===== config.mk =====
export PLATFORM = sky130hd
export DESIGN_NAME = tpu_job_sequencer_flat
export DESIGN_NICKNAME = d
export VERILOG_FILES = /design/src/rtl/tpu_pkg.sv /design/src/rtl/tpu_job_sequencer_if.sv /design/src/rtl/tpu_beat_fifo.sv /design/src/rtl/tpu_job_sequencer.sv /design/src/flat_wrapper.sv
export SDC_FILE = /design/constraint.sdc
export NUM_CORES = 1
export LEC_CHECK = 0
export CAP_MARGIN = 20
export CORE_AREA = 4 4 229 231
export CTS_CLUSTER_SIZE = 16
export DETAILED_ROUTE_END_ITERATION = 10
export DIE_AREA = 0 0 233 235
export PLACE_DENSITY_LB_ADDON = 0.15
export SLEW_MARGIN = 20
export SYNTH_ARGS = -nofsm -noshare
export SYNTH_HDL_FRONTEND = slang
export SYNTH_SLANG_ARGS = --single-unit

===== constraint.sdc =====
create_clock -name clk -period 4.5 [get_ports clk]
set_clock_uncertainty 0.2 [all_clocks]
set_input_delay 0.9 -clock clk [delete_from_list [all_inputs] [get_ports clk]]
set_output_delay 0.9 -clock clk [all_outputs]
set_load 0.05 [all_outputs]

===== src/rtl/tpu_pkg.sv =====
// rtl/tpu_pkg.sv - Shared constants and state encoding for the tpu job sequencer.
package tpu_pkg;

  localparam int N_DEF     = 4;
  localparam int W_DEF     = 8;
  localparam int ACC_W_DEF = 20;
  localparam int AW_DEF    = 10;
  localparam int KW_DEF    = 16;

  typedef enum logic [2:0] {
    ST_IDLE  = 3'd0,
    ST_START = 3'd1,
    ST_FEED  = 3'd2,
    ST_WAIT  = 3'd3,
    ST_DRAIN = 3'd4
  } seq_state_t;

endpackage


===== src/rtl/tpu_job_sequencer_if.sv =====
// rtl/tpu_job_sequencer_if.sv - Command, operand SRAM, core and result bundle; SEQ_PERF_EN adds perf counters.
interface tpu_job_sequencer_if #(
  parameter int N     = tpu_pkg::N_DEF,
  parameter int W     = tpu_pkg::W_DEF,
  parameter int ACC_W = tpu_pkg::ACC_W_DEF,
  parameter int AW    = tpu_pkg::AW_DEF,
  parameter int KW    = tpu_pkg::KW_DEF
);

  logic                   cmd_valid;
  logic                   cmd_ready;
  logic [KW-1:0]          cmd_k;
  logic [AW-1:0]          cmd_base;
  logic                   mem_rd_en;
  logic [AW-1:0]          mem_rd_addr;
  logic [N*W-1:0]         mem_rd_a;
  logic [N*W-1:0]         mem_rd_b;
  logic                   core_start;
  logic [KW-1:0]          core_cfg_k;
  logic                   core_in_valid;
  logic                   core_in_ready;
  logic [N*W-1:0]         core_a_vec_flat;
  logic [N*W-1:0]         core_b_vec_flat;
  logic                   core_busy;
  logic                   core_done;
  logic [N*N*ACC_W-1:0]   core_C_flat;
  logic                   res_valid;
  logic                   res_ready;
  logic [N*ACC_W-1:0]     res_row;
  logic                   res_last;
  logic                   busy;
  logic                   err;
`ifdef SEQ_PERF_EN
  logic [31:0]            perf_cycles;
  logic [31:0]            perf_stalls;
`endif

  modport master (
    input  cmd_valid, cmd_k, cmd_base,
    output cmd_ready,
    output mem_rd_en, mem_rd_addr,
    input  mem_rd_a, mem_rd_b,
    output core_start, core_cfg_k, core_in_valid, core_a_vec_flat, core_b_vec_flat,
    input  core_in_ready, core_busy, core_done, core_C_flat,
    output res_valid, res_row, res_last,
    input  res_ready,
    output busy, err
`ifdef SEQ_PERF_EN
    , output perf_cycles, perf_stalls
`endif
  );

  modport slave (
    output cmd_valid, cmd_k, cmd_base,
    input  cmd_ready,
    input  mem_rd_en, mem_rd_addr,
    output mem_rd_a, mem_rd_b,
    input  core_start, core_cfg_k, core_in_valid, core_a_vec_flat, core_b_vec_flat,
    output core_in_ready, core_busy, core_done, core_C_flat,
    input  res_valid, res_row, res_last,
    output res_ready,
    input  busy, err
`ifdef SEQ_PERF_EN
    , input perf_cycles, perf_stalls
`endif
  );

endinterface


===== src/rtl/tpu_beat_fifo.sv =====
// rtl/tpu_beat_fifo.sv - Two-entry operand beat FIFO; head is visible on dout whenever count is non-zero.
module tpu_beat_fifo #(
  parameter int DW = 2 * tpu_pkg::N_DEF * tpu_pkg::W_DEF
) (
  input  logic          clk,
  input  logic          rst,
  input  logic          push,
  input  logic [DW-1:0] din,
  input  logic          pop,
  output logic [DW-1:0] dout,
  output logic [1:0]    count
);

  logic [DW-1:0] mem [2];
  logic          wr_ptr;
  logic          rd_ptr;

  assign dout = mem[rd_ptr];

  always_ff @(posedge clk) begin
    if (rst) begin
      mem[0] <= '0;
      mem[1] <= '0;
      wr_ptr <= 1'b0;
      rd_ptr <= 1'b0;
      count  <= 2'd0;
    end else begin
      if (push) begin
        mem[wr_ptr] <= din;
        wr_ptr      <= ~wr_ptr;
      end
      if (pop) begin
        rd_ptr <= ~rd_ptr;
      end
      case ({push, pop})
        2'b10:   count <= count + 2'd1;
        2'b01:   count <= count - 2'd1;
        default: count <= count;
      endcase
    end
  end

endmodule


===== src/rtl/tpu_job_sequencer.sv =====
// rtl/tpu_job_sequencer.sv - Sequences one matmul job: fetch K beats, feed tpu_core, capture C, drain rows.
// Optional SEQ_PERF_EN adds perf_cycles / perf_stalls counters.
module tpu_job_sequencer
  import tpu_pkg::*;
#(
  parameter int N     = N_DEF,
  parameter int W     = W_DEF,
  parameter int ACC_W = ACC_W_DEF,
  parameter int AW    = AW_DEF,
  parameter int KW    = KW_DEF
) (
  input  logic                 clk,
  input  logic                 rst,
  tpu_job_sequencer_if.master  bus
);

  localparam int BW  = N * W;
  localparam int RIW = N * ACC_W;
  localparam int RW  = (N > 1) ? $clog2(N) : 1;

  seq_state_t           state;
  logic [KW-1:0]        k_reg;
  logic [KW-1:0]        issued;
  logic [KW-1:0]        xfer;
  logic [AW-1:0]        rd_addr;
  logic                 inflight;
  logic                 err_reg;
  logic [RW-1:0]        row;
  logic [N*N*ACC_W-1:0] c_reg;
  logic [2*BW-1:0]      head;
  logic [1:0]           fifo_count;
  logic                 in_valid;
  logic                 pop;
  logic                 rd_en;
  logic [2:0]           occ_after;
  logic                 unused_status;

  assign unused_status = bus.core_busy;

  // Occupancy after this cycle's pop lets a read issue while the head drains,
  // which sustains one beat per cycle without ever exceeding two entries.
  assign in_valid  = (state == ST_FEED) && (fifo_count != 2'd0);
  assign pop       = in_valid && bus.core_in_ready;
  assign occ_after = {1'b0, fifo_count} + {2'b00, inflight} - {2'b00, pop};
  assign rd_en     = (state == ST_FEED) && (issued < k_reg) && (occ_after < 3'd2);

  tpu_beat_fifo #(.DW(2 * BW)) u_fifo (
    .clk   (clk),
    .rst   (rst),
    .push  (inflight),
    .din   ({bus.mem_rd_b, bus.mem_rd_a}),
    .pop   (pop),
    .dout  (head),
    .count (fifo_count)
  );

  always_ff @(posedge clk) begin
    if (rst) begin
      state    <= ST_IDLE;
      k_reg    <= '0;
      issued   <= '0;
      xfer     <= '0;
      rd_addr  <= '0;
      inflight <= 1'b0;
      err_reg  <= 1'b0;
      row      <= '0;
      c_reg    <= '0;
    end else begin
      inflight <= rd_en;
      case (state)
        ST_IDLE: begin
          if (bus.cmd_valid) begin
            if (bus.cmd_k == '0) begin
              err_reg <= 1'b1;
            end else begin
              k_reg   <= bus.cmd_k;
              rd_addr <= bus.cmd_base;
              issued  <= '0;
              xfer    <= '0;
              err_reg <= 1'b0;
              state   <= ST_START;
            end
          end
        end
        ST_START: state <= ST_FEED;
        ST_FEED: begin
          if (rd_en) begin
            issued  <= issued + KW'(1);
            rd_addr <= rd_addr + AW'(1);
          end
          if (pop) begin
            xfer <= xfer + KW'(1);
            if (xfer == k_reg - KW'(1)) begin
              state <= ST_WAIT;
            end
          end
        end
        ST_WAIT: begin
          if (bus.core_done) begin
            c_reg <= bus.core_C_flat;
            row   <= '0;
            state <= ST_DRAIN;
          end
        end
        ST_DRAIN: begin
          if (bus.res_ready) begin
            if (row == RW'(N - 1)) begin
              row   <= '0;
              state <= ST_IDLE;
            end else begin
              row <= row + RW'(1);
            end
          end
        end
        default: state <= ST_IDLE;
      endcase
    end
  end

  assign bus.cmd_ready       = (state == ST_IDLE);
  assign bus.busy            = (state != ST_IDLE);
  assign bus.err             = err_reg;
  assign bus.core_start      = (state == ST_START);
  assign bus.core_cfg_k      = k_reg;
  assign bus.mem_rd_en       = rd_en;
  assign bus.mem_rd_addr     = rd_en ? rd_addr : '0;
  assign bus.core_in_valid   = in_valid;
  assign bus.core_a_vec_flat = in_valid ? head[BW-1:0] : '0;
  assign bus.core_b_vec_flat = in_valid ? head[2*BW-1:BW] : '0;
  assign bus.res_valid       = (state == ST_DRAIN);
  assign bus.res_last        = (state == ST_DRAIN) && (row == RW'(N - 1));
  assign bus.res_row         = (state == ST_DRAIN) ? c_reg[int'(row)*RIW +: RIW] : '0;

`ifdef SEQ_PERF_EN
  logic [31:0] perf_cycles_q;
  logic [31:0] perf_stalls_q;

  // The accept cycle counts as the first cycle of the job.
  always_ff @(posedge clk) begin
    if (rst) begin
      perf_cycles_q <= '0;
      perf_stalls_q <= '0;
    end else if ((state == ST_IDLE) && bus.cmd_valid && (bus.cmd_k != '0)) begin
      perf_cycles_q <= 32'd1;
      perf_stalls_q <= '0;
    end else begin
      if ((state != ST_IDLE) && (perf_cycles_q != '1)) begin
        perf_cycles_q <= perf_cycles_q + 32'd1;
      end
      if (in_valid && !bus.core_in_ready && (perf_stalls_q != '1)) begin
        perf_stalls_q <= perf_stalls_q + 32'd1;
      end
    end
  end

  assign bus.perf_cycles = perf_cycles_q;
  assign bus.perf_stalls = perf_stalls_q;
`endif

endmodule


===== src/flat_wrapper.sv =====
// flat-port wrapper written by rule: the top's interface ports become plain ports
module tpu_job_sequencer_flat import tpu_pkg::*;
#(
  parameter int N     = N_DEF,
  parameter int W     = W_DEF,
  parameter int ACC_W = ACC_W_DEF,
  parameter int AW    = AW_DEF,
  parameter int KW    = KW_DEF
)
  (clk, rst, bus_cmd_valid, bus_cmd_k, bus_cmd_base, bus_cmd_ready, bus_mem_rd_en, bus_mem_rd_addr, bus_mem_rd_a, bus_mem_rd_b, bus_core_start, bus_core_cfg_k, bus_core_in_valid, bus_core_a_vec_flat, bus_core_b_vec_flat, bus_core_in_ready, bus_core_busy, bus_core_done, bus_core_C_flat, bus_res_valid, bus_res_row, bus_res_last, bus_res_ready, bus_busy, bus_err);
  tpu_job_sequencer_if #(.N(N), .W(W), .ACC_W(ACC_W), .AW(AW), .KW(KW)) bus_i ();
  input  logic clk;
  input  logic rst;
  input wire logic [$bits(bus_i.cmd_valid)-1:0] bus_cmd_valid;
  input wire logic [$bits(bus_i.cmd_k)-1:0] bus_cmd_k;
  input wire logic [$bits(bus_i.cmd_base)-1:0] bus_cmd_base;
  output wire logic [$bits(bus_i.cmd_ready)-1:0] bus_cmd_ready;
  output wire logic [$bits(bus_i.mem_rd_en)-1:0] bus_mem_rd_en;
  output wire logic [$bits(bus_i.mem_rd_addr)-1:0] bus_mem_rd_addr;
  input wire logic [$bits(bus_i.mem_rd_a)-1:0] bus_mem_rd_a;
  input wire logic [$bits(bus_i.mem_rd_b)-1:0] bus_mem_rd_b;
  output wire logic [$bits(bus_i.core_start)-1:0] bus_core_start;
  output wire logic [$bits(bus_i.core_cfg_k)-1:0] bus_core_cfg_k;
  output wire logic [$bits(bus_i.core_in_valid)-1:0] bus_core_in_valid;
  output wire logic [$bits(bus_i.core_a_vec_flat)-1:0] bus_core_a_vec_flat;
  output wire logic [$bits(bus_i.core_b_vec_flat)-1:0] bus_core_b_vec_flat;
  input wire logic [$bits(bus_i.core_in_ready)-1:0] bus_core_in_ready;
  input wire logic [$bits(bus_i.core_busy)-1:0] bus_core_busy;
  input wire logic [$bits(bus_i.core_done)-1:0] bus_core_done;
  input wire logic [$bits(bus_i.core_C_flat)-1:0] bus_core_C_flat;
  output wire logic [$bits(bus_i.res_valid)-1:0] bus_res_valid;
  output wire logic [$bits(bus_i.res_row)-1:0] bus_res_row;
  output wire logic [$bits(bus_i.res_last)-1:0] bus_res_last;
  input wire logic [$bits(bus_i.res_ready)-1:0] bus_res_ready;
  output wire logic [$bits(bus_i.busy)-1:0] bus_busy;
  output wire logic [$bits(bus_i.err)-1:0] bus_err;
  assign bus_i.cmd_valid = bus_cmd_valid;
  assign bus_i.cmd_k = bus_cmd_k;
  assign bus_i.cmd_base = bus_cmd_base;
  assign bus_cmd_ready = bus_i.cmd_ready;
  assign bus_mem_rd_en = bus_i.mem_rd_en;
  assign bus_mem_rd_addr = bus_i.mem_rd_addr;
  assign bus_i.mem_rd_a = bus_mem_rd_a;
  assign bus_i.mem_rd_b = bus_mem_rd_b;
  assign bus_core_start = bus_i.core_start;
  assign bus_core_cfg_k = bus_i.core_cfg_k;
  assign bus_core_in_valid = bus_i.core_in_valid;
  assign bus_core_a_vec_flat = bus_i.core_a_vec_flat;
  assign bus_core_b_vec_flat = bus_i.core_b_vec_flat;
  assign bus_i.core_in_ready = bus_core_in_ready;
  assign bus_i.core_busy = bus_core_busy;
  assign bus_i.core_done = bus_core_done;
  assign bus_i.core_C_flat = bus_core_C_flat;
  assign bus_res_valid = bus_i.res_valid;
  assign bus_res_row = bus_i.res_row;
  assign bus_res_last = bus_i.res_last;
  assign bus_i.res_ready = bus_res_ready;
  assign bus_busy = bus_i.busy;
  assign bus_err = bus_i.err;
  tpu_job_sequencer #(.N(N), .W(W), .ACC_W(ACC_W), .AW(AW), .KW(KW)) u_core (.clk(clk), .rst(rst), .bus(bus_i));
endmodule

=== Word-level counts from Yosys, hierarchy flattened ===
Memories as Yosys holds them, arrays and structs flattened. A register that Yosys moved wholly into a read port is not among the register bits.
Cells that the tools add are included.

* Memories kept: 1
* Memory bits (writable): 128
* Bits of input ports: 417
* Bits in registers: 389
* Output and inout bits: 178
* Word-level logic and storage cells: 103

* Mux-type cells: 38
* Shifts and indexed selects: 1
* Equality and inequality tests: 16
* Reductions and logical operators: 20
* Bitwise operators: 3
* $mul: 1
* Order comparisons: 2
* Add/subtract/negate cells: 9

{| class="wikitable"
|+ Memories
! name !! depth !! width !! read ports !! clocked after Yosys merged registers in !! write ports !! line !! text
|-
| u_core.u_fifo.mem || 2 || 64 || 1 || 1 || 2 || tpu_beat_fifo.sv:14 || <nowiki>logic [DW-1:0] mem [2];</nowiki>
|}

{| class="wikitable"
|+ Operators by type and width
! cell !! number
|-
| indexed part select 320 x 32 -> 80 bit || 1
|-
| 2-to-1 mux 80 bit || 1
|-
| 2-to-1 mux 16 bit || 4
|-
| 2-to-1 mux 32 bit || 2
|-
| 2-to-1 mux 64 bit || 1
|-
| one-hot mux 16 bit (2 select lines) || 2
|-
| OR reduction 64 bit || 1
|-
| 2-to-1 mux 10 bit || 4
|-
| adder 16 x 1 -> 16 bit (second input constant) || 2
|-
| 2-to-1 mux 3 bit || 7
|-
| one-hot mux 10 bit (2 select lines) || 1
|-
| == test 16 bit || 1
|-
| zero test 16 bit || 1
|-
| < comparator 16 bit || 1
|-
| subtractor 16 x 1 -> 16 bit (second input constant) || 1
|-
| one-hot mux 3 bit (5 select lines) || 1
|-
| adder 10 x 1 -> 10 bit (second input constant) || 1
|-
| 2-to-1 mux 1 bit || 10
|-
| inequality test 2 x 1 -> 1 bit (second input constant) || 4
|-
| inequality test 2 bit (second input constant) || 4
|-
| one-hot mux 2 bit (2 select lines) || 2
|-
| AND reduction 4 bit || 2
|-
| nonzero test 2 bit || 4
|-
| AND reduction 7 bit || 1
|-
| other kinds (18) || 31
|}

=== Depth between registers and ports, before layout ===
Gate-level depths: netlist of the first run.

* Word-level depth: 8
* Mapped depth: 17
* Depth with buffers taken out: 15

=== Modules after synthesis ===
Synthesis of the first run repeated with hierarchy kept, for this count alone.

* Cells, all modules: 2,639
* Area, all modules: 23,702.7 sq um

{| class="wikitable"
|+ Modules (own cells, without submodules)
! module !! sequential area each (sq um) !! times used !! cells each !! area an instance (sq um)
|-
| tpu_job_sequencer || 7,707.4 || 1 || 2,204 || 17,883.4
|-
| tpu_beat_fifo || 3,943.8 || 1 || 435 || 5,819.3
|}

=== Worst setup path before layout of the first run ===
Ideal clock, no wire load.

* Path kind: reg2out
* Start: register u_core.state[2]
* End: output port bus_mem_rd_addr[0]
* Arrival: 4.085 ns
* Required time: 3.400 ns
* Stages on the path, launching flop included: 15
* Slack: -0.685 ns
* Path buffers: 2
* Cell sequence: dfxtp_1 > nand2b_1 > nor2_1 > nand2_1 > inv_1 > and2_1 > buf_2 > ha_1 > nor2b_1 > fa_1 > a2111oi_2 > o211ai_2 > a21oi_1 > clkbuf_1 > and2_1

* Longest elaborated chain between the ends: 7
* Elaborated cells on any way between the ends: 8
* Those cells by class: add/sub (1); order compare (1); eq/ne (1); mux (1); reduce/logical (4)

{| class="wikitable"
|+ Ends and longest elaborated chain
! element !! line !! text
|-
| start, declared || tpu_job_sequencer.sv:21 || <nowiki>seq_state_t state;</nowiki>
|-
| start signal, assigned || tpu_job_sequencer.sv:59 || <nowiki>state <= ST_IDLE;</nowiki>
|-
| start signal, assigned || tpu_job_sequencer.sv:81 || <nowiki>state <= ST_START;</nowiki>
|-
| start signal, assigned || tpu_job_sequencer.sv:85 || <nowiki>ST_START: state <= ST_FEED;</nowiki>
|-
| == test 3 x 2 -> 1 bit || tpu_job_sequencer.sv:42 || <nowiki>assign in_valid = (state == ST_FEED) && (fifo_count != 2'd0);</nowiki>
|-
| logical AND 1 bit || tpu_job_sequencer.sv:42 ||
|-
| via bus_core_in_valid || flat_wrapper.sv:24 || <nowiki>output wire logic [$bits(bus_i.core_in_valid)-1:0] bus_core_in_valid;</nowiki>
|-
| logical AND 1 bit || tpu_job_sequencer.sv:43 || <nowiki>assign pop = in_valid && bus.core_in_ready;</nowiki>
|-
| via u_core.pop || tpu_job_sequencer.sv:33 || <nowiki>logic pop;</nowiki>
|-
| subtractor 3 x 1 -> 3 bit || tpu_job_sequencer.sv:44 || <nowiki>assign occ_after = {1'b0, fifo_count} + {2'b00, inflight} - {2'b00, pop};</nowiki>
|-
| < comparator 3 x 2 -> 1 bit || tpu_job_sequencer.sv:45 || <nowiki>assign rd_en = (state == ST_FEED) && (issued < k_reg) && (occ_after < 3'd2);</nowiki>
|-
| logical AND 1 bit || tpu_job_sequencer.sv:45 ||
|-
| via bus_mem_rd_en || flat_wrapper.sv:18 || <nowiki>output wire logic [$bits(bus_i.mem_rd_en)-1:0] bus_mem_rd_en;</nowiki>
|-
| 2-to-1 mux 10 bit || tpu_job_sequencer.sv:126 || <nowiki>assign bus.mem_rd_addr = rd_en ? rd_addr : '0;</nowiki>
|-
| end, declared || flat_wrapper.sv:19 || <nowiki>output wire logic [$bits(bus_i.mem_rd_addr)-1:0] bus_mem_rd_addr;</nowiki>
|}

The timed path passes the listed nets, and every way through them passes these cells.

=== Worst setup path in the final report of the first run ===
* Start: register u_core.u_fifo.count[1]
* End: output port bus_mem_rd_addr[7]

* Longest elaborated chain between the ends: 7
* Elaborated cells on any way between the ends: 8
* Those cells by class: add/sub (2); order compare (1); mux (1); reduce/logical (4)

{| class="wikitable"
|+ Ends and longest elaborated chain
! element !! line !! text
|-
| start, declared || tpu_beat_fifo.sv:11 || <nowiki>output logic [1:0] count</nowiki>
|-
| start signal, assigned || tpu_beat_fifo.sv:36 || <nowiki>2'b10: count <= count + 2'd1;</nowiki>
|-
| start signal, assigned || tpu_beat_fifo.sv:37 || <nowiki>2'b01: count <= count - 2'd1;</nowiki>
|-
| start signal, assigned || tpu_beat_fifo.sv:38 || <nowiki>default: count <= count;</nowiki>
|-
| parallel branches: the longest is 3 deep, another holds adder 2 x 1 -> 3 bit || n/a ||
|-
| subtractor 3 x 1 -> 3 bit * || tpu_job_sequencer.sv:44 ||
|-
| < comparator 3 x 2 -> 1 bit * || tpu_job_sequencer.sv:45 ||
|-
| logical AND 1 bit * || tpu_job_sequencer.sv:45 ||
|-
| 2-to-1 mux 10 bit * || tpu_job_sequencer.sv:126 ||
|}

Every way passes the cells marked *.

==> summary.txt, run 1 <==
TritonRoute pass-1 iters: 5
Fin util: 63.47%
Yosys top cell area share: 33.70%
Clock network fraction of total power: 41.0%
Die X-Extent: 233 um
CP peak stage delay: 370 ps
Failing checks: setup timing
Cells on worst reg2reg path: 18
Cts bufs inserted: 53
Global placer's final weighted congestion: 0.8916
Outcome: finished, violations left
Initial Util: 46.27%
Final Cell Area: 31780 sq um
Initial antenna violation count: 29
Slew Limit Fails: 0
Dpl hpwl: 56.24 mm
Finished Layout Cells: 3778
Syn avg cell area: 9.107 sq um
Commonest non-fill, non-tap cell in the layout: nand2_1
First-pass GRT wire length: 119.6 mm
Via count: 20430
Residual overflow from global routing: 0
Final setup fails: 11
Pwr Density: 334.1 nW/um^2
Final worst setup slack: -97.63 ps
Layout area overhead: 37.16%
Max FFs per register: 320
Sequential power share: 47.0%
RSZ-0062 raised after global routing: yes
Worst path most repeated cell: and2_4
Internal: 8056 uW
WP data arrival: 3500 ps
Comb pwr share: 12.0%
Vias/cell: 5.407
Final #Nets: 3486
First-iteration detailed-routing DRC count: 1295
Vias in the first global route: 20480
DRC viols: 0
Site Rows: 82
Post-layout min period: 4598 ps
Worst-Margin Slew: 1132 ps
Maximum achievable frequency: 217.5 MHz
Most frequent cells in the layout: 713 x nand2_1, 560 x clkdlybuf4s50_1, 384 x dfxtp_1
WS Path Type: reg -> out
Wire length per cell: 21.02 um
Max Cap Viol: 0
Post-synth EDFFs: 128
Relative max-transition margin: 24.56%
Hold wc startpoint: u_core.c_reg[223]
Yosys warning count: 0
Critical Path RT: 3400 ps
Overall routing resource usage: 27.73%
H-tree depth: 2
Share of layout cells above drive strength 1: 9.518%
Reg2reg start: u_core.u_fifo.count[1]
Period utilization: 102.2%
Gate Count Post-Synth: 2544
Clock transition at path regs: 60 ps
WL final: 79.42 mm
Worst hold path class: reg -> reg
Maximum vdd drop: 0.3303 mV
Worst path cell trace: or2_4, nand2_4, clkinvlp_4, and2_4, ha_4, nor2b_4, fa_2, xnor2_2, a2111oi_4, o211ai_2, a21oi_4, clkbuf_16, and2_4, buf_12
Cell total after placement: 3657
Slowest CP cell: fa_2
Port Buf Inserts: 593
Dominant cell type by area after synthesis: dfxtp_1
R2r endpoint: u_core.rd_addr[1]
Cell area after synthesis: 23170 sq um
Pin count of the biggest net entering global routing: 208
Synth Net Count: 2984
P_leak: 0.01105 uW
Clock buffer depth: 3
Crit end category: output port
Sequential fraction of the synthesis area: 50.29%
Number of fill cells in the layout: 4283
Ports: 595
Top cells by area, synth: dfxtp_1 34%, edfxtp_1 17%, nand2_1 12%, a21oi_1 8.1%, mux4_2 7.8%
Sw power: 2561 uW
Worst-path maximum fanout: 6
Die Y: 235 um
Root Buffer: clkbuf_16
Switching portion of total power: 24.12%
Top FF cell, synth: dfxtp_1
Clock latency on the worst-skew pair: 590 ps
Yosys cell types: 61
Asr flop ratio synth: 0%
DRT antenna net count: 0
Worst reg2reg setup slack: 590 ps
CORE AREA: 50070 sq um
Die area: 54760 sq um
CP Launch Type: flop
Placed cell area: 29880 sq um
Endpoints failing hold: 0
CTS tree: built
CTS Hold Buffers Added: 0
Sink Count: 518
Hold EP: u_core.c_reg[223]
Hold depth: 2
#FFs+latches synth: 518
==> how the worst max path moves through the flow <==
stage | startpoint | end | slack [ps] | cells after the start
after detailed placement | bus_core_in_ready | bus_mem_rd_addr[9] | -240 | 11
final | u_core.u_fifo.count[1] | bus_mem_rd_addr[7] | -100 | 14
after global routing | u_core.u_fifo.count[1] | bus_mem_rd_addr[7] | -220 | 14
after CTS | u_core.u_fifo.count[1] | bus_mem_rd_addr[9] | -130 | 13
after global placement | bus_core_in_ready | bus_mem_rd_addr[9] | -170 | 11
after floorplan | u_core.u_fifo.count[1] | bus_mem_rd_addr[0] | 5 | 13
==> critical path: cells and delay by family, from the launching register on <==
| family | cells | cell delay, ps |
|---|---|---|
| xor gates and xnor gates | 1 | 160 |
| adders and majority gates | 2 | 650 |
| buffers and inverters | 3 | 400 |
| DFF | 1 | 350 |
| AOI/OAI and AO/OA | 3 | 700 |
| and+or+nand+nor | 5 | 680 |
==> through the flow <==
| stage | power (uW) | TNS [ps] | hold WS [ps] | worst slack, ps |
|---|---|---|---|---|
| after floorplan | 5665 | 0 | 233.1 | 5.263 |
| after global placement | 6315 | -1470 | 238.9 | -170.4 |
| after detailed placement | 6336 | -1915 | 243.3 | -238.2 |
| after CTS | 10690 | -1331 | 251.5 | -134.2 |
| after global routing | 10970 | -2097 | 268.2 | -215.6 |
| final | 10620 | -773.8 | 250.8 | -97.63 |
==> cells in the mapped netlist (5+ instances only) <==
cell,instances
mux2i_1,65
dfxtp_1,390
nor3_1,17
or3_1,10
and2_1,144
ha_1,22
mux4_2,80
nand4_1,11
inv_1,28
xor2_1,19
nand2b_1,10
o31ai_1,5
or2_2,5
o21ai_1,5
o21ai_0,11
nor2_1,107
a31oi_1,5
o32ai_1,5
nand2_1,714
and3_1,91
buf_2,12
nor4_1,9
buf_1,19
xnor2_1,26
nand3_1,18
clkbuf_1,165
or4_1,6
edfxtp_1,128
a21oi_1,374
==> power groups by stage <==
stage          Combinational, uW  Clock, uW  Sequential, uW
4_1_cts                     1260       4440            4990
2_1_floorplan                555          0            5110
5_1_grt                     1370       4600            5000
3_5_place_dp                1250          0            5090
3_3_place_gp                1230          0            5080
6_report                    1270       4350            4990
==> repair_timing <==
item                       CTS  global route
cloned                       0             1
resized for setup            8             8
setup endpoints to repair   11            11
pin swaps                    4             7
hold endpoints to repair     0             0
buffers inserted             1             4
==> routing by layer <==
layer | track usage [%] | wire length (um) | vias up
li1 | - | - | 9685
met1 | 33.51 | 31000 | 9849
met2 | 47.38 | 39240 | 723
met3 | 8.309 | 6872 | 147
met4 | 8.911 | 2174 | 22
met5 | 0 | 137 | -
==> kinds of logic after synthesis <==
| kind of cell | after synthesis | synth area share, % |
|---|---|---|
| AND/OR/NAND/NOR | 1160 | 22.54 |
| flip-flops | 518 | 50.29 |
| AO/OA/AOI/OAI | 429 | 9.916 |
| buffers and inverters | 224 | 3.694 |
| multiplexers | 145 | 10.59 |
| XOR/XNOR | 45 | 1.701 |
| adder cells (fa/ha/maj) | 23 | 1.275 |
==> area by class of cell <==
cell class | count | area (sq um) | area share, %
multi-input cells | 1802 | 10810 | 34.00
repair buffers | 643 | 6591 | 20.74
clock inverters | 17 | 135.1 | 0.4252
clock buffers | 81 | 1584 | 4.985
inverters | 28 | 108.9 | 0.3426
diodes | 17 | 42.54 | 0.1339
well taps | 672 | 840.8 | 2.646
flip-flops and latches | 518 | 11670 | 36.72
Power figures use the tool's default switching activity.
==> run 2, diff against run 1 <==
Settings changed: CAP_MARGIN 20 to not set, SETUP_SLACK_MARGIN set to 0.4.
==> run 2 against run 1 <==
Against the previous run:
- the flow now finishes without violations
- sequential share of layout area down 0.10 points
- global-route usage fell by 0.66 points
- die area did not move
- first-iteration DRC count up 30%
- register-to-register slack worse by 20 ps
- hold slack better by 1.3 ps
- final cell count increased by 0.45%
- critical path depth decreased by 3
- clock power is essentially flat
- critical path type is now in -> out
- critical endpoint is now bus_mem_rd_addr[6]
- largest cell class unchanged
- highest routed layer unchanged
==> summary.txt, run 2 (synthesis results as in run 1) <==
Die X-Extent: 233 um (unchanged)
First-iteration detailed-routing DRC count: 1679 (+30%)
CTS tree: built
Pwr Density: 333.5 nW/um^2 (-0.19%)
Site Rows: 82 (unchanged)
Hold depth: 2 (unchanged)
Endpoints failing hold: 0 (unchanged)
DRC viols: 0 (unchanged)
CP peak stage delay: 480 ps (+110 ps)
WS Path Type: in -> out
WL final: 77.50 mm (-2.4%)
Worst-path maximum fanout: 12 (+6)
Crit-path leading delay family: buffers and inverters
CP Launch Type: input pin
Outcome: complete, no violations
Layout area overhead: 37.58%
Initial antenna violation count: 29 (unchanged)
Max Cap Viol: 0 (unchanged)
Worst path cell trace: clkdlybuf4s50_1, and2_4, ha_4, nor2b_4, fa_1, a2111oi_4, o211ai_2, a21oi_2, buf_12, and2_4, buf_12
Cts bufs inserted: 55 (+3.8%)
Die Y: 235 um (unchanged)
RSZ-0062 raised after global routing: yes
CTS Hold Buffers Added: 0 (unchanged)
Cells on worst reg2reg path: 17 (-1)
Worst-Margin Slew: 1062 ps (-69.58 ps)
Most frequent cells in the layout: 713 x nand2_1, 574 x clkdlybuf4s50_1, 384 x dfxtp_1
Period utilization: 99.70% (-2.5 points)
Reg2reg start: u_core.state[2]
Commonest non-fill, non-tap cell in the layout: nand2_1
Post-layout min period: 4487 ps (-111.0 ps)
Hold Slack: 252.1 ps (+1.298 ps)
Initial Util: 46.27% (unchanged)
P_leak: 0.01107 uW (+0.18%)
Hold EP: u_core.c_reg[167]
Die area: 54760 sq um (unchanged)
Slowest CP cell: clkdlybuf4s50_1
Pin count of the biggest net entering global routing: 165 (-21%)
First-pass GRT wire length: 117.2 mm (-2.0%)
R2r endpoint: u_core.issued[9]
Ports: 595 (unchanged)
Overall routing resource usage: 27.07% (-0.66 points)
Final #Nets: 3496 (+0.29%)
Pre-CTS setup slack: -66.07 ps (+172.1 ps)
Worst reg2reg setup slack: 570 ps (-20 ps)
Buf/Inv on CP: 3 (unchanged)
Vias/cell: 5.379 (-0.51%)
Critical Path RT: 3400 ps (about the same)
Maximum vdd drop: 0.2722 mV (-18%)
Vias in the first global route: 20360 (-0.59%)
Wire length per cell: 20.42 um (-2.9%)
Slew Limit Fails: 0 (unchanged)
DRT antenna net count: 0 (unchanged)
Share of layout cells above drive strength 1: 9.097% (-0.42 points)
Root Buffer: clkbuf_16
CORE AREA: 50070 sq um (unchanged)
Hold wc startpoint: u_core.c_reg[167]
Cell total after placement: 3656 (-0.027%)
Maximum achievable frequency: 222.9 MHz (+2.5%)
Via count: 20410 (-0.059%)
Global placer's final weighted congestion: 0.9156 (+2.7%)
Clock buffer depth: 3 (unchanged)
TritonRoute pass-1 iters: 6 (+1)
H-tree depth: 2 (unchanged)
Clock transition at path regs: 60 ps (about the same)
Dpl hpwl: 55.09 mm (-2.0%)
Port Buf Inserts: 593 (unchanged)
Residual overflow from global routing: 0 (unchanged)
Finished Layout Cells: 3795 (+0.45%)
Crit end category: output port
Final setup fails: 0 (-11)
Max FFs per register: 320 (unchanged)
Worst hold path class: reg -> reg
Sink Count: 518 (unchanged)
WP data arrival: 3390 ps (-110 ps)
Clock latency on the worst-skew pair: 590 ps (about the same)
Relative max-transition margin: 29.20% (+4.6 points)
Final worst setup slack: 13.41 ps (+111.0 ps)
[run 2: cell count changes in the layout (fill, tap and decap cells not counted), moves of 3 or more]
cell	change
clkbuf_8	-3
dlygate4sd2_1	+6
clkinv_1	+3
buf_4	-12
clkdlybuf4s50_1	+14
diode_2	+6
[run 2: timing repair]
| action | in CTS | in global routing |
|---|---|---|
| buffers inserted | 13 | 2 |
| endpoints found under the setup margin | 48 | 18 |
| pin swaps | 3 | 2 |
| resized for setup | 9 | 1 |
[run 2: worst max path at each step]
| stage | startpoint | endpoint | slack (ps) | cells past startpoint |
|---|---|---|---|---|
| final | bus_core_in_ready | bus_mem_rd_addr[6] | 10 | 11 |
| after global routing | u_core.state[2] | bus_mem_rd_addr[0] | -130 | 14 |
| after CTS | u_core.state[2] | bus_mem_rd_addr[7] | -20 | 14 |
| after detailed placement | bus_core_in_ready | bus_mem_rd_addr[9] | -70 | 11 |
| after global placement | bus_core_in_ready | bus_mem_rd_addr[9] | -50 | 11 |
| after floorplan | u_core.u_fifo.count[0] | bus_mem_rd_addr[0] | 230 | 13 |
[run 2: worst register-to-register path, delay by kind of cell (launching register included)]
kind / cells / cell delay [ps]
DFF: 1 / 340
buffers and inverters: 4 / 480
adders and majority gates: 2 / 670
AOI/OAI and AO/OA: 4 / 810
and+or+nand+nor: 7 / 1360
[run 2: area by class of cell]
type / instances / area, sq um
multi-input combinational: 1802 / 10790
clock inverter: 25 / 182.7
sequential: 518 / 11670
timing repair buffer: 651 / 6689
clock buffer: 76 / 1535
fill: 4131 / 18200
inverter: 28 / 108.9
antenna: 23 / 57.56
tap: 672 / 840.8
[run 2: through the flow]
| step | TNS (ps) | utilization [%] | power (uW) | area (sq um) |
|---|---|---|---|---|
| final | 0 | 63.66 | 10630 | 31870 |
| after floorplan | 0 | - | 5670 | 23260 |
| after detailed placement | -475.5 | 59.81 | 6332 | 29950 |
| after global routing | -1317 | 63.64 | 10970 | 31860 |
| after CTS | -117.0 | 63.49 | 10700 | 31790 |
| after global placement | -311.0 | 59.81 | 6307 | 29950 |
[run 2: routing by layer]
metal | global-route usage, % | part of all wire [%]
met4 | 9.636 | 2.8
met1 | 32.42 | 38
met3 | 7.825 | 8.6
met2 | 46.34 | 50
met5 | 0 | 0.099
[run 2: power breakdown]
part / total (uW) / internal [uW] / switching [uW] / leakage, uW
Clock: 4360 / 2490 / 1870 / 0.000849
Combinational: 1280 / 634 / 644 / 0.00574
Sequential: 4990 / 4900 / 90.7 / 0.00448
Total: 10600 / 8030 / 2600 / 0.0111
